## src/rtl/if_fetch_stage_pkg.sv

```systemverilog
// Shared definitions for the instruction-fetch stage and its helpers.
//   - bus widths for the stall vector and instruction address bus
//   - exception bit index for an instruction-fetch address error
//   - kseg0/kseg1 segment tags used by the virtual-to-physical mapper
//   - NOP encoding and the IF/ID hold-buffer state encoding
package if_fetch_stage_pkg;

    localparam int unsigned STALL_W       = 6;
    localparam int unsigned INST_ADDR_W   = 32;
    localparam int unsigned EXC_W         = 32;

    localparam int unsigned EXC_ADEL_BIT_DEF = 4;

    localparam logic [2:0] SEG_KSEG0 = 3'b100;
    localparam logic [2:0] SEG_KSEG1 = 3'b101;

    localparam logic [31:0] NOP_INST_DEF = 32'h0000_0000;

    // Hold-buffer states: EMPTY shows a bubble, RUN passes SRAM data through,
    // HOLD replays the word captured when decode stalled.
    localparam logic [1:0] ST_EMPTY = 2'b00;
    localparam logic [1:0] ST_RUN   = 2'b01;
    localparam logic [1:0] ST_HOLD  = 2'b10;

    // A fetch address must be word aligned.
    function automatic logic is_misaligned(input logic [INST_ADDR_W-1:0] addr);
        return (addr[1:0] != 2'b00);
    endfunction

endpackage

```

## src/rtl/if_fetch_stage_addr_map.sv

```systemverilog
// if_addr_map: combinational virtual-to-physical address mapper.
//   vaddr in  32  virtual address
//   paddr out 32  physical address; kseg0/kseg1 drop their top three bits,
//                 every other segment passes through unchanged.
module if_addr_map
    import if_fetch_stage_pkg::*;
(
    input  logic [INST_ADDR_W-1:0] vaddr,
    output logic [INST_ADDR_W-1:0] paddr
);

    // Unmapped kernel segments alias the low 512 MB of physical space.
    always_comb begin
        paddr = vaddr;
        if ((vaddr[31:29] == SEG_KSEG0) || (vaddr[31:29] == SEG_KSEG1)) begin
            paddr = {3'b000, vaddr[28:0]};
        end else begin
            paddr = vaddr;
        end
    end

endmodule

```

## src/rtl/if_fetch_stage.sv

```systemverilog
// if_fetch_stage: instruction-fetch stage between the PC register and decode.
//   clk, rst             clock, asynchronous active-low reset
//   stall[5:0]           pipeline stall vector (bit1 = IF, bit2 = ID)
//   flush                exception/eret flush of the IF/ID contents
//   pc, ce               fetch PC and its valid strobe
//   inst_sram_*          instruction SRAM port (read-only use)
//   id_pc, id_inst       PC and instruction word presented to decode
//   id_valid             IF/ID holds a real instruction
//   id_excepttype        exception vector accompanying id_pc
module if_fetch_stage
    import if_fetch_stage_pkg::*;
#(
    parameter logic [31:0] RESET_PC     = 32'hbfc0_0000,
    parameter int unsigned EXC_ADEL_BIT = EXC_ADEL_BIT_DEF,
    parameter logic [31:0] NOP_INST     = NOP_INST_DEF
)
(
    input  logic                   clk,
    input  logic                   rst,
    input  logic [STALL_W-1:0]     stall,
    input  logic                   flush,
    input  logic [INST_ADDR_W-1:0] pc,
    input  logic                   ce,
    output logic                   inst_sram_en,
    output logic [3:0]             inst_sram_wen,
    output logic [INST_ADDR_W-1:0] inst_sram_addr,
    output logic [31:0]            inst_sram_wdata,
    input  logic [31:0]            inst_sram_rdata,
    output logic [INST_ADDR_W-1:0] id_pc,
    output logic [31:0]            id_inst,
    output logic                   id_valid,
    output logic [EXC_W-1:0]       id_excepttype
);

    logic                   misaligned_s;
    logic [INST_ADDR_W-1:0] phys_addr_s;
    logic [EXC_W-1:0]       exc_load_s;
    logic [31:0]            id_inst_s;

    logic [INST_ADDR_W-1:0] id_pc_r;
    logic                   id_valid_r;
    logic [EXC_W-1:0]       exc_r;
    logic                   hold_valid_r;
    logic [31:0]            hold_inst_r;
    logic [1:0]             state_r;

    // Only the IF and ID stall bits matter here.
    logic unused_stall_s;
    assign unused_stall_s = ^{stall[5:3], stall[0]};

    assign misaligned_s = is_misaligned(pc);

    if_addr_map u_addr_map (
        .vaddr (pc),
        .paddr (phys_addr_s)
    );

    // A misaligned PC never reaches the SRAM; a stalled PC simply re-reads.
    assign inst_sram_en    = ce & ~flush & ~misaligned_s;
    assign inst_sram_addr  = phys_addr_s;
    assign inst_sram_wen   = 4'b0000;
    assign inst_sram_wdata = 32'h0000_0000;

    // Exception vector loaded with a new fetch: only the AdEL bit can be set.
    always_comb begin
        exc_load_s = 32'h0000_0000;
        exc_load_s[EXC_ADEL_BIT] = ce & misaligned_s;
    end

    // IF/ID boundary register plus hold buffer for decode stalls.
    always_ff @(posedge clk or negedge rst) begin
        if (!rst) begin
            id_pc_r      <= RESET_PC;
            id_valid_r   <= 1'b0;
            exc_r        <= 32'h0000_0000;
            hold_valid_r <= 1'b0;
            hold_inst_r  <= 32'h0000_0000;
            state_r      <= ST_EMPTY;
        end else if (flush) begin
            id_pc_r      <= RESET_PC;
            id_valid_r   <= 1'b0;
            exc_r        <= 32'h0000_0000;
            hold_valid_r <= 1'b0;
            state_r      <= ST_EMPTY;
        end else if (stall[1] && !stall[2]) begin
            // IF stalled but decode advancing: hand decode a bubble.
            id_valid_r   <= 1'b0;
            exc_r        <= 32'h0000_0000;
            hold_valid_r <= 1'b0;
            state_r      <= ST_EMPTY;
        end else if (stall[1] && stall[2]) begin
            // Decode stalled: the SRAM output is only valid in the first
            // stalled cycle, so snapshot it before it moves on.
            case (state_r)
                ST_RUN: begin
                    hold_inst_r  <= inst_sram_rdata;
                    hold_valid_r <= 1'b1;
                    state_r      <= ST_HOLD;
                end
                ST_HOLD, ST_EMPTY: begin
                    state_r <= state_r;
                end
                default: begin
                    hold_valid_r <= 1'b0;
                    state_r      <= ST_EMPTY;
                end
            endcase
        end else begin
            id_pc_r      <= pc;
            id_valid_r   <= ce;
            exc_r        <= exc_load_s;
            hold_valid_r <= 1'b0;
            state_r      <= ce ? ST_RUN : ST_EMPTY;
        end
    end

    // The instruction word cannot be registered here: in RUN it is the SRAM
    // read data itself, which only becomes valid during the cycle after the
    // request. A faulting fetch never enabled the SRAM, so it shows a NOP.
    always_comb begin
        id_inst_s = NOP_INST;
        if (exc_r[EXC_ADEL_BIT]) begin
            id_inst_s = NOP_INST;
        end else begin
            case (state_r)
                ST_RUN:   id_inst_s = inst_sram_rdata;
                ST_HOLD:  id_inst_s = hold_valid_r ? hold_inst_r : NOP_INST;
                ST_EMPTY: id_inst_s = NOP_INST;
                default:  id_inst_s = NOP_INST;
            endcase
        end
    end

    assign id_pc         = id_pc_r;
    assign id_valid      = id_valid_r;
    assign id_excepttype = exc_r;
    assign id_inst       = id_inst_s;

endmodule

```

## config.mk

```make
export PLATFORM = sky130hd
export DESIGN_NAME = if_fetch_stage
export DESIGN_NICKNAME = d
export VERILOG_FILES = /design/src/rtl/if_fetch_stage_pkg.sv /design/src/rtl/if_fetch_stage_addr_map.sv /design/src/rtl/if_fetch_stage.sv
export SDC_FILE = /design/constraint.sdc
export NUM_CORES = 1
export LEC_CHECK = 0
export ABC_AREA = 1
export BUFFER_PORTS_ARGS = -buffer_cell sky130_fd_sc_hd__buf_2
export CAP_MARGIN = 20
export CORE_ASPECT_RATIO = 2
export CORE_MARGIN = 2
export CORE_UTILIZATION = 45
export CTS_BUF_LIST = sky130_fd_sc_hd__clkbuf_16
export DETAILED_ROUTE_END_ITERATION = 8
export GPL_TIMING_DRIVEN = 0
export PLACE_DENSITY = 0.81
export SLEW_MARGIN = 30
export SYNTH_ARGS = -nofsm -noshare
export SYNTH_HDL_FRONTEND = slang
export SYNTH_HIERARCHICAL = 1
export SYNTH_SLANG_ARGS = --single-unit
export TNS_END_PERCENT = 5
```

## constraint.sdc

```tcl
create_clock -name clk -period 3.28 [get_ports clk]
set_input_delay 0.164 -clock clk [delete_from_list [all_inputs] [get_ports clk]]
set_output_delay 0.164 -clock clk [all_outputs]
set_load 0.03 [all_outputs]
```

==> results of run 1 <==
per-layer routing:
layer  vias to the layer above  routed length [um]  GRT usage
met2                       176                5950      0.418
met3                        21                 762     0.0437
met4                         0                 253     0.0983
li1                       1975                   -          -
met1                      1797                3610      0.216
met5                         -                   0          0
report_power, final:
| group | internal, mW | total, mW | switching (mW) |
|---|---|---|---|
| clock | 0.493 | 0.828 | 0.335 |
| combinational | 0.205 | 0.597 | 0.391 |
| sequential | 0.956 | 1.01 | 0.0595 |
| total | 1.65 | 2.44 | 0.786 |
synth_stat cells:
cell type and number:
sky130_fd_sc_hd__o21ai_0 17, sky130_fd_sc_hd__nand2_1 146, sky130_fd_sc_hd__a21oi_2 1, sky130_fd_sc_hd__dfrtp_1 59
sky130_fd_sc_hd__nor2_8 1, sky130_fd_sc_hd__conb_1 1, sky130_fd_sc_hd__buf_6 4, sky130_fd_sc_hd__nand2_4 2
sky130_fd_sc_hd__a21oi_1 32, sky130_fd_sc_hd__inv_2 1, sky130_fd_sc_hd__ha_1 3, sky130_fd_sc_hd__inv_4 1
sky130_fd_sc_hd__buf_4 102, sky130_fd_sc_hd__buf_2 13, sky130_fd_sc_hd__nor3_1 8, sky130_fd_sc_hd__and3_1 1
sky130_fd_sc_hd__nand3_1 52, sky130_fd_sc_hd__clkbuf_1 5, sky130_fd_sc_hd__clkinv_1 1, sky130_fd_sc_hd__nor2_1 49
sky130_fd_sc_hd__buf_1 3, sky130_fd_sc_hd__nand4_1 1, sky130_fd_sc_hd__inv_1 8, sky130_fd_sc_hd__dfstp_2 9
worst max path at each step:
stage / depth (start not counted) / to / slack [ns] / startpoint
3_3_place_gp: 6 / id_inst[24] / 1.50 / hold_valid_r$_DFFE_PN0P_
4_1_cts: 6 / id_inst[27] / 1.13 / hold_valid_r$_DFFE_PN0P_
6_report: 6 / id_inst[23] / 1.14 / hold_valid_r$_DFFE_PN0P_
2_1_floorplan: 5 / id_inst[10] / 1.64 / hold_valid_r$_DFFE_PN0P_
5_1_grt: 6 / id_inst[27] / 1.02 / hold_valid_r$_DFFE_PN0P_
3_5_place_dp: 6 / id_inst[27] / 1.48 / hold_valid_r$_DFFE_PN0P_
metrics by stage:
step           hold WS, ns  area (um2)  power [mW]
3_3_place_gp         0.406        5250        1.60
6_report            0.0735        5530        2.44
2_1_floorplan       -0.132        4290        1.45
4_1_cts             0.0706        5530        2.45
3_5_place_dp         0.107        5270        1.62
5_1_grt             0.0813        5530        2.55
state kept, by name, indices dropped and copies added (netlist names):
name           flops
hold_inst_r       32
id_excepttype      1
id_valid           1
state_r            1
id_pc             32
hold_valid_r       1
cells by family after synthesis:
kind of cell | Yosys count | synth area share
adder cells (fa/ha/maj) | 3 | 0.00928
buffers and inverters | 138 | 0.235
AO/OA/AOI/OAI | 50 | 0.0628
AND/OR/NAND/NOR | 260 | 0.269
other | 1 | 0.000927
flip-flops | 68 | 0.423
cells in the final DEF, fill, tap and decap left out:
cell type	Yosys	routed
sky130_fd_sc_hd__buf_6	4	4
sky130_fd_sc_hd__nor2_1	49	49
sky130_fd_sc_hd__buf_2	13	178
sky130_fd_sc_hd__nand2_1	146	146
sky130_fd_sc_hd__o21ai_0	17	17
sky130_fd_sc_hd__inv_1	8	10
sky130_fd_sc_hd__nand4_1	1	1
sky130_fd_sc_hd__dfstp_2	9	9
sky130_fd_sc_hd__dfrtp_1	59	59
sky130_fd_sc_hd__nand2_4	2	2
sky130_fd_sc_hd__buf_4	102	103
sky130_fd_sc_hd__clkinv_1	1	3
sky130_fd_sc_hd__clkbuf_1	5	5
sky130_fd_sc_hd__buf_1	3	3
sky130_fd_sc_hd__nand3_1	52	52
sky130_fd_sc_hd__buf_12	0	1
sky130_fd_sc_hd__inv_2	1	1
sky130_fd_sc_hd__a21oi_2	1	1
sky130_fd_sc_hd__nor3_1	8	8
sky130_fd_sc_hd__dlygate4sd3_1	0	1
sky130_fd_sc_hd__a21oi_1	32	32
sky130_fd_sc_hd__inv_4	1	1
sky130_fd_sc_hd__clkbuf_16	0	9
sky130_fd_sc_hd__conb_1	1	67
sky130_fd_sc_hd__nor2_8	1	1
sky130_fd_sc_hd__ha_1	3	3
sky130_fd_sc_hd__and3_1	1	1
sky130_fd_sc_hd__clkinv_2	0	2
final cells by class:
class	count	area [um2]
Clock inverter	6	25.0
Tap cell	102	128
Inverter	11	43.8
Fill cell	797	3360
Timing Repair Buffer	168	863
Buffer	127	906
Multi-Input combinational cell	380	1630
Sequential cell	68	1710
Clock buffer	9	225
worst max-delay path, cell delays in order (launching register included):
cell,delay (ns)
sky130_fd_sc_hd__dfrtp_1,0.38
sky130_fd_sc_hd__inv_1,0.07
sky130_fd_sc_hd__ha_1,0.28
sky130_fd_sc_hd__nand2_1,0.16
sky130_fd_sc_hd__buf_1,0.42
sky130_fd_sc_hd__a21oi_1,0.11
sky130_fd_sc_hd__buf_2,0.21
repair_timing:
action / in CTS / in global routing
gates resized for setup: 0 / 0
hold endpoints to repair: 21 / 0
hold buffers: 1 / 0
==> metrics list, run 1 <==
- The run finished with clean final reports.
- Signal arrival time at the worst endpoint: 1.98 ns
* Via count: 3969
* Number of instances on the worst hold path: 3
* Endpoint kind of the worst setup timing path: primary output
- Post-detailed-placement half-perimeter wirelength: 8.57 mm
- Number of global-route vias before repair: 3875
- Total negative setup slack: 0 ns
* Cell types with the largest area share after synthesis: sky130_fd_sc_hd__dfrtp_1 36%, sky130_fd_sc_hd__buf_4 19%, sky130_fd_sc_hd__nand2_1 14%, sky130_fd_sc_hd__nand3_1 6.4%, sky130_fd_sc_hd__dfstp_2 5.8%
- Across all setup checks in the final design, the least slack found is 1.14 ns.
- The initial antenna violation count was 0.
- Starting utilization of the core area: 0.455
* Synth Register Bits: 68
* Maximum number of pins on one net before global-route repair: 43
* Kind of launch point of the worst setup path: flop
- Detailed Route Iter0 Violations: 239
- The clock passes through at most 2 buffers.
* Worst Path Required: 3.12 ns
- On the final layout, the worst clock skew is 0.00372 ns.
- I/O pin count: 240
- Clock period minus worst slack: 2.14 ns
- Mean instance size in the synthesized netlist: 7.78 um2
- R2r startpoint: hold_valid_r$_DFFE_PN0P_
- Critical path peak fanout: 10
* Die boundary height: 138 um
* Remaining Overflow, GRT: 0
- P per Cell Area: 441 nW/um2
* DR WL/cell: 12.1 um
- Final cell count without fillers: 871
* Number of H-tree levels: 3
- At the end of the flow the core is filled with cells to 0.623.
* Number of buffers added by the clock tree synthesis step: 9
- The number of antenna diodes in the final layout is 0.
- Path class of the lowest-slack min-delay path: in -> reg
* Area added between synthesis and finish: 36.8%
* Die Wd: 71.0 um
* Sequential cell area fraction in the yosys report: 0.423
- The first global-routing pass estimated 17.3 mm of wire.
* Clock tree root driver cell: sky130_fd_sc_hd__clkbuf_16
- The synthesized netlist occupies a cell area of 4050 um2.
- Count of standard-cell rows: 49
* Final hold violations: 0
- Vias/cell: 4.56
- GRT Overall Usage: 0.218
- The analysis attributes to cell leakage a power of 3.22 nW.
- Peak supply drop: 0.359 mV
- Clock Sink Count: 68
- Unrepaired setup endpoints after global routing: false
- Derived from the worst setup path, the maximum achievable clock frequency is 467 MHz.
* Ys Warns: 6
- Start point of the worst hold path: pc[31]
- Final Net Count: 842
* Worst reg2reg path depth: 9
* Synth area leader: sky130_fd_sc_hd__dfrtp_1
- Port buffering added 166 buffers.
* Placeable core region: 8890 um2
* Final slew viol count: 0
* First-pass iteration count of the detailed router: 4
- Detailed Route WL: 10.6 mm
* Final setup violation count: 0
- Clock latency on the worst-skew pair: 0.33 ns
* Post-route antenna net violation count: 0
- Post-synthesis cell count: 520
- Reg2reg end: hold_inst_r[12]$_DFFE_PN0P_
* Final estimated routing congestion in global placement: 0.829
- Prior to clock tree synthesis, the placed netlist has a worst setup slack of 1.48 ns.
- Sink of the worst hold path: id_pc[31]$_DFFE_PN1P_
- Die Footprint: 9810 um2
* Clock-pin transition on the worst setup and hold timing paths: 0.05 ns
- Counting distinct cell types in the post-synthesis netlist gives 24.
- The worst setup path is of the reg -> out kind.
- The share of synthesized area in the top cell type comes to 0.365.
- Setup Buffers After CTS: 0
- The tool flagged a number of max-cap violations equal to 0.
* DRC violations left: 0
- Setup slack, reg-to-reg: 1.79 ns
- Counting tap cells, the placed design contains a total of 855 instances.
* Share of final-layout standard cells stronger than drive strength 1: 0.406
* Final cycle utilization of the critical path: 0.653
- Clock tree from TritonCTS: yes
Note: power is estimated with default switching activity, not from simulation.
==> inputs of run 2 (changes only) <==
Settings changed: CORE_UTILIZATION 45 to 44, PLACE_DENSITY 0.81 to 0.79.
Clock period 3.28 ns to 2.2 ns, I/O delays scaled along.
==> run 2 against run 1 <==
Against the previous run:
- clock-buffer cell count stayed put
- first-iteration DRC count is 54% lower
- via count is 0.45% lower
- worst setup slack worse by 1.0 ns
- critical path depth stayed put
- total power is 55% higher
- critical path type unchanged
- register-to-register slack worse by 1.1 ns
- clock power is 65% higher
- sequential power is 50% higher
- core utilization hardly changed
- non-clock buffer count stayed put
- flip-flop and latch count stayed put
==> metrics list, run 2 (same netlist as run 1, synthesis figures left out) <==
- The clock drives 68 sinks.
- The floorplan has 49 rows.
- Leakage Power: 3.23 nW
- Final hold violations: 0
- Total negative setup slack: 0 ns
- The floorplan step set the die height to 140 um.
- IR analysis of the VDD net gives a maximum drop of 0.560 mV.
- Worst Path Required: 2.09 ns
- Dividing the final minimum period by the clock period gives 0.935.
- The worst setup path is launched from a flop.
* Leading cell type in the layout, fill and taps excluded: sky130_fd_sc_hd__buf_2
- The internal portion of the total power is 2.59 mW.
- Switching component of the power: 1.19 mW
- Reg2reg end: hold_inst_r[3]$_DFFE_PN0P_
* Clk_skew: 0.00332 ns
- Worst reg2reg path depth: 9
- Vias/cell: 4.53
- Detailed routing placed a total of 5.83 mm of wire on met2.
- Detailed Route Iter0 Violations: 110
- Number of antenna violations at the first check in global routing: 0
- DRT met1 WL: 3.74 mm
- Final Net Count: 842
- Number of global-route vias before repair: 3679
- Maximum number of pins on one net before global-route repair: 52
- Number of H-tree levels: 3
* Endpoint kind of the worst setup timing path: primary output
- Final slew viol count: 0
* Highest signal layer in the routed design: met4
* Max Clock Freq: 486 MHz
- Final estimated routing congestion in global placement: 0.825
- Detailed Route WL: 10.7 mm
* Unrepaired setup endpoints after global routing: false
* Setup slack, reg-to-reg: 0.68 ns
- First-pass iteration count of the detailed router: 4
- Clock period minus worst slack: 2.06 ns
* Number of maximum-capacitance constraint violations: 0
* Setup Buffers After CTS: 0
* Maximum clock insertion buffer count: 2
* Area used by multi-input combinational logic: 1630 um2
- The number of antenna diodes in the final layout is 0.
- The cell sitting at the root of the clock tree is a sky130_fd_sc_hd__clkbuf_16.
* Die Wd: 71.8 um
- Start-to-end type of the worst setup path: reg -> out
- Path class of the lowest-slack min-delay path: in -> reg
* Proportion of total power due to net switching: 0.314
- In this run the worst path has a maximum fanout of 10.
* Number of buffers added by the clock tree synthesis step: 9
* Final setup violation count: 0
- The total overflow left after global routing is 0.
- Start point of the worst hold path: pc[28]
- Clock-pin slew was measured on the worst setup and hold paths at 0.05 ns.
- Minimum hold slack: 0.0237 ns
* Filler cell count in the final layout: 830
- The detail route stage leaves a number of antenna-violating nets equal to 0.
- I/O pin count: 240
- In this run the standard cell core region covers 8950 um2.
- Of the total power, the clock network draws 0.364.
- DRC violations left: 0
* Via count: 3951
- The worst hold path passes through 3 cells.
- The initial utilization of the core area, before any placement, comes to 0.452.
* Clock tree from TritonCTS: yes
- Signal arrival time at the worst endpoint: 1.95 ns
- Clock latency on the worst-skew pair: 0.33 ns
* P per Cell Area: 677 nW/um2
- Count of input and output buffers: 166
- After detailed routing, the average wire length per cell comes to 12.3 um.
- After detailed routing, the met3 layer carries 1.00 mm of wire.
* Commonest cells after routing, fill and taps aside: 178 x sky130_fd_sc_hd__buf_2, 146 x sky130_fd_sc_hd__nand2_1, 103 x sky130_fd_sc_hd__buf_4, 67 x sky130_fd_sc_hd__conb_1, 59 x sky130_fd_sc_hd__dfrtp_1
- The floorplan step defined a die boundary enclosing 10000 um2.
- Post-detailed-placement half-perimeter wirelength: 8.55 mm
* Share of final-layout standard cells stronger than drive strength 1: 0.409
* Flip-flop and latch area: 1710 um2
- Sink of the worst hold path: id_pc[28]$_DFFE_PN1P_
- For this run, the total global-route usage over all layers was measured as 0.213.
- Relative to the synthesized area, the layout overhead comes to 37.9%.
- Sequential fraction of design power: 0.400
* Global-route wire length before repair: 17.0 mm
* Combinational fraction of design power: 0.236
- Status: finished, final reports clean
- R2r startpoint: hold_valid_r$_DFFE_PN0P_
## run 2: layout make-up
class,instances,share of cell area
clock inverter,7,0.0103
multi-input combinational,380,0.292
timing repair buffer,168,0.156
buffer,127,0.163
sequential,68,0.307
tap,102,0.0229
clock buffer,9,0.0404
inverter,11,0.00785
## run 2: per-stage QoR
stage,std cells,total power [mW],instance area [um2],util,worst slack (ns)
floorplan,586,2.16,4290,-,0.612
global placement,854,2.38,5250,0.587,0.482
detailed placement,855,2.42,5280,0.590,0.424
CTS,872,3.80,5570,0.623,0.0656
global route,872,3.95,5580,0.623,0.00872
finish,872,3.78,5580,0.623,0.142
## run 2: power by group through the flow
stage / Sequential [mW] / Clock [mW] / Combinational, mW
after floorplan: 1.59 / 0 / 0.572
after global placement: 1.52 / 0 / 0.862
after detailed placement: 1.53 / 0 / 0.889
after CTS: 1.51 / 1.40 / 0.892
after global routing: 1.53 / 1.45 / 0.971
final: 1.51 / 1.37 / 0.891
## run 2: how the worst max path moves through the flow
| stage | startpoint | to | slack (ns) | cells past startpoint |
|---|---|---|---|---|
| after detailed placement | hold_valid_r$_DFFE_PN0P_ | id_inst[29] | 0.42 | 6 |
| after CTS | hold_valid_r$_DFFE_PN0P_ | id_inst[29] | 0.07 | 6 |
| final | hold_valid_r$_DFFE_PN0P_ | id_inst[1] | 0.14 | 6 |
| after global routing | hold_valid_r$_DFFE_PN0P_ | id_inst[9] | 0.009 | 6 |
| after floorplan | hold_valid_r$_DFFE_PN0P_ | id_inst[10] | 0.61 | 5 |
| after global placement | hold_valid_r$_DFFE_PN0P_ | id_inst[30] | 0.48 | 6 |
## run 2: critical path, cell delays in order, from the launching register on
cell and delay, ns:
sky130_fd_sc_hd__dfrtp_1 0.39, sky130_fd_sc_hd__inv_1 0.08, sky130_fd_sc_hd__ha_1 0.29, sky130_fd_sc_hd__nand2_1 0.18
sky130_fd_sc_hd__buf_1 0.37, sky130_fd_sc_hd__a21oi_1 0.11, sky130_fd_sc_hd__buf_2 0.20
## run 2: what timing repair did
item,in CTS,in global routing
setup endpoints to repair,0,13
hold endpoints to repair,59,0
hold buffers,1,0
resized for setup,0,2
## run 2: per-layer routing
metal  vias up  GRT usage
li1       1975          -
met1      1778      0.215
met2       185      0.403
met3        13     0.0601
met4         0     0.0685
met5         -          0
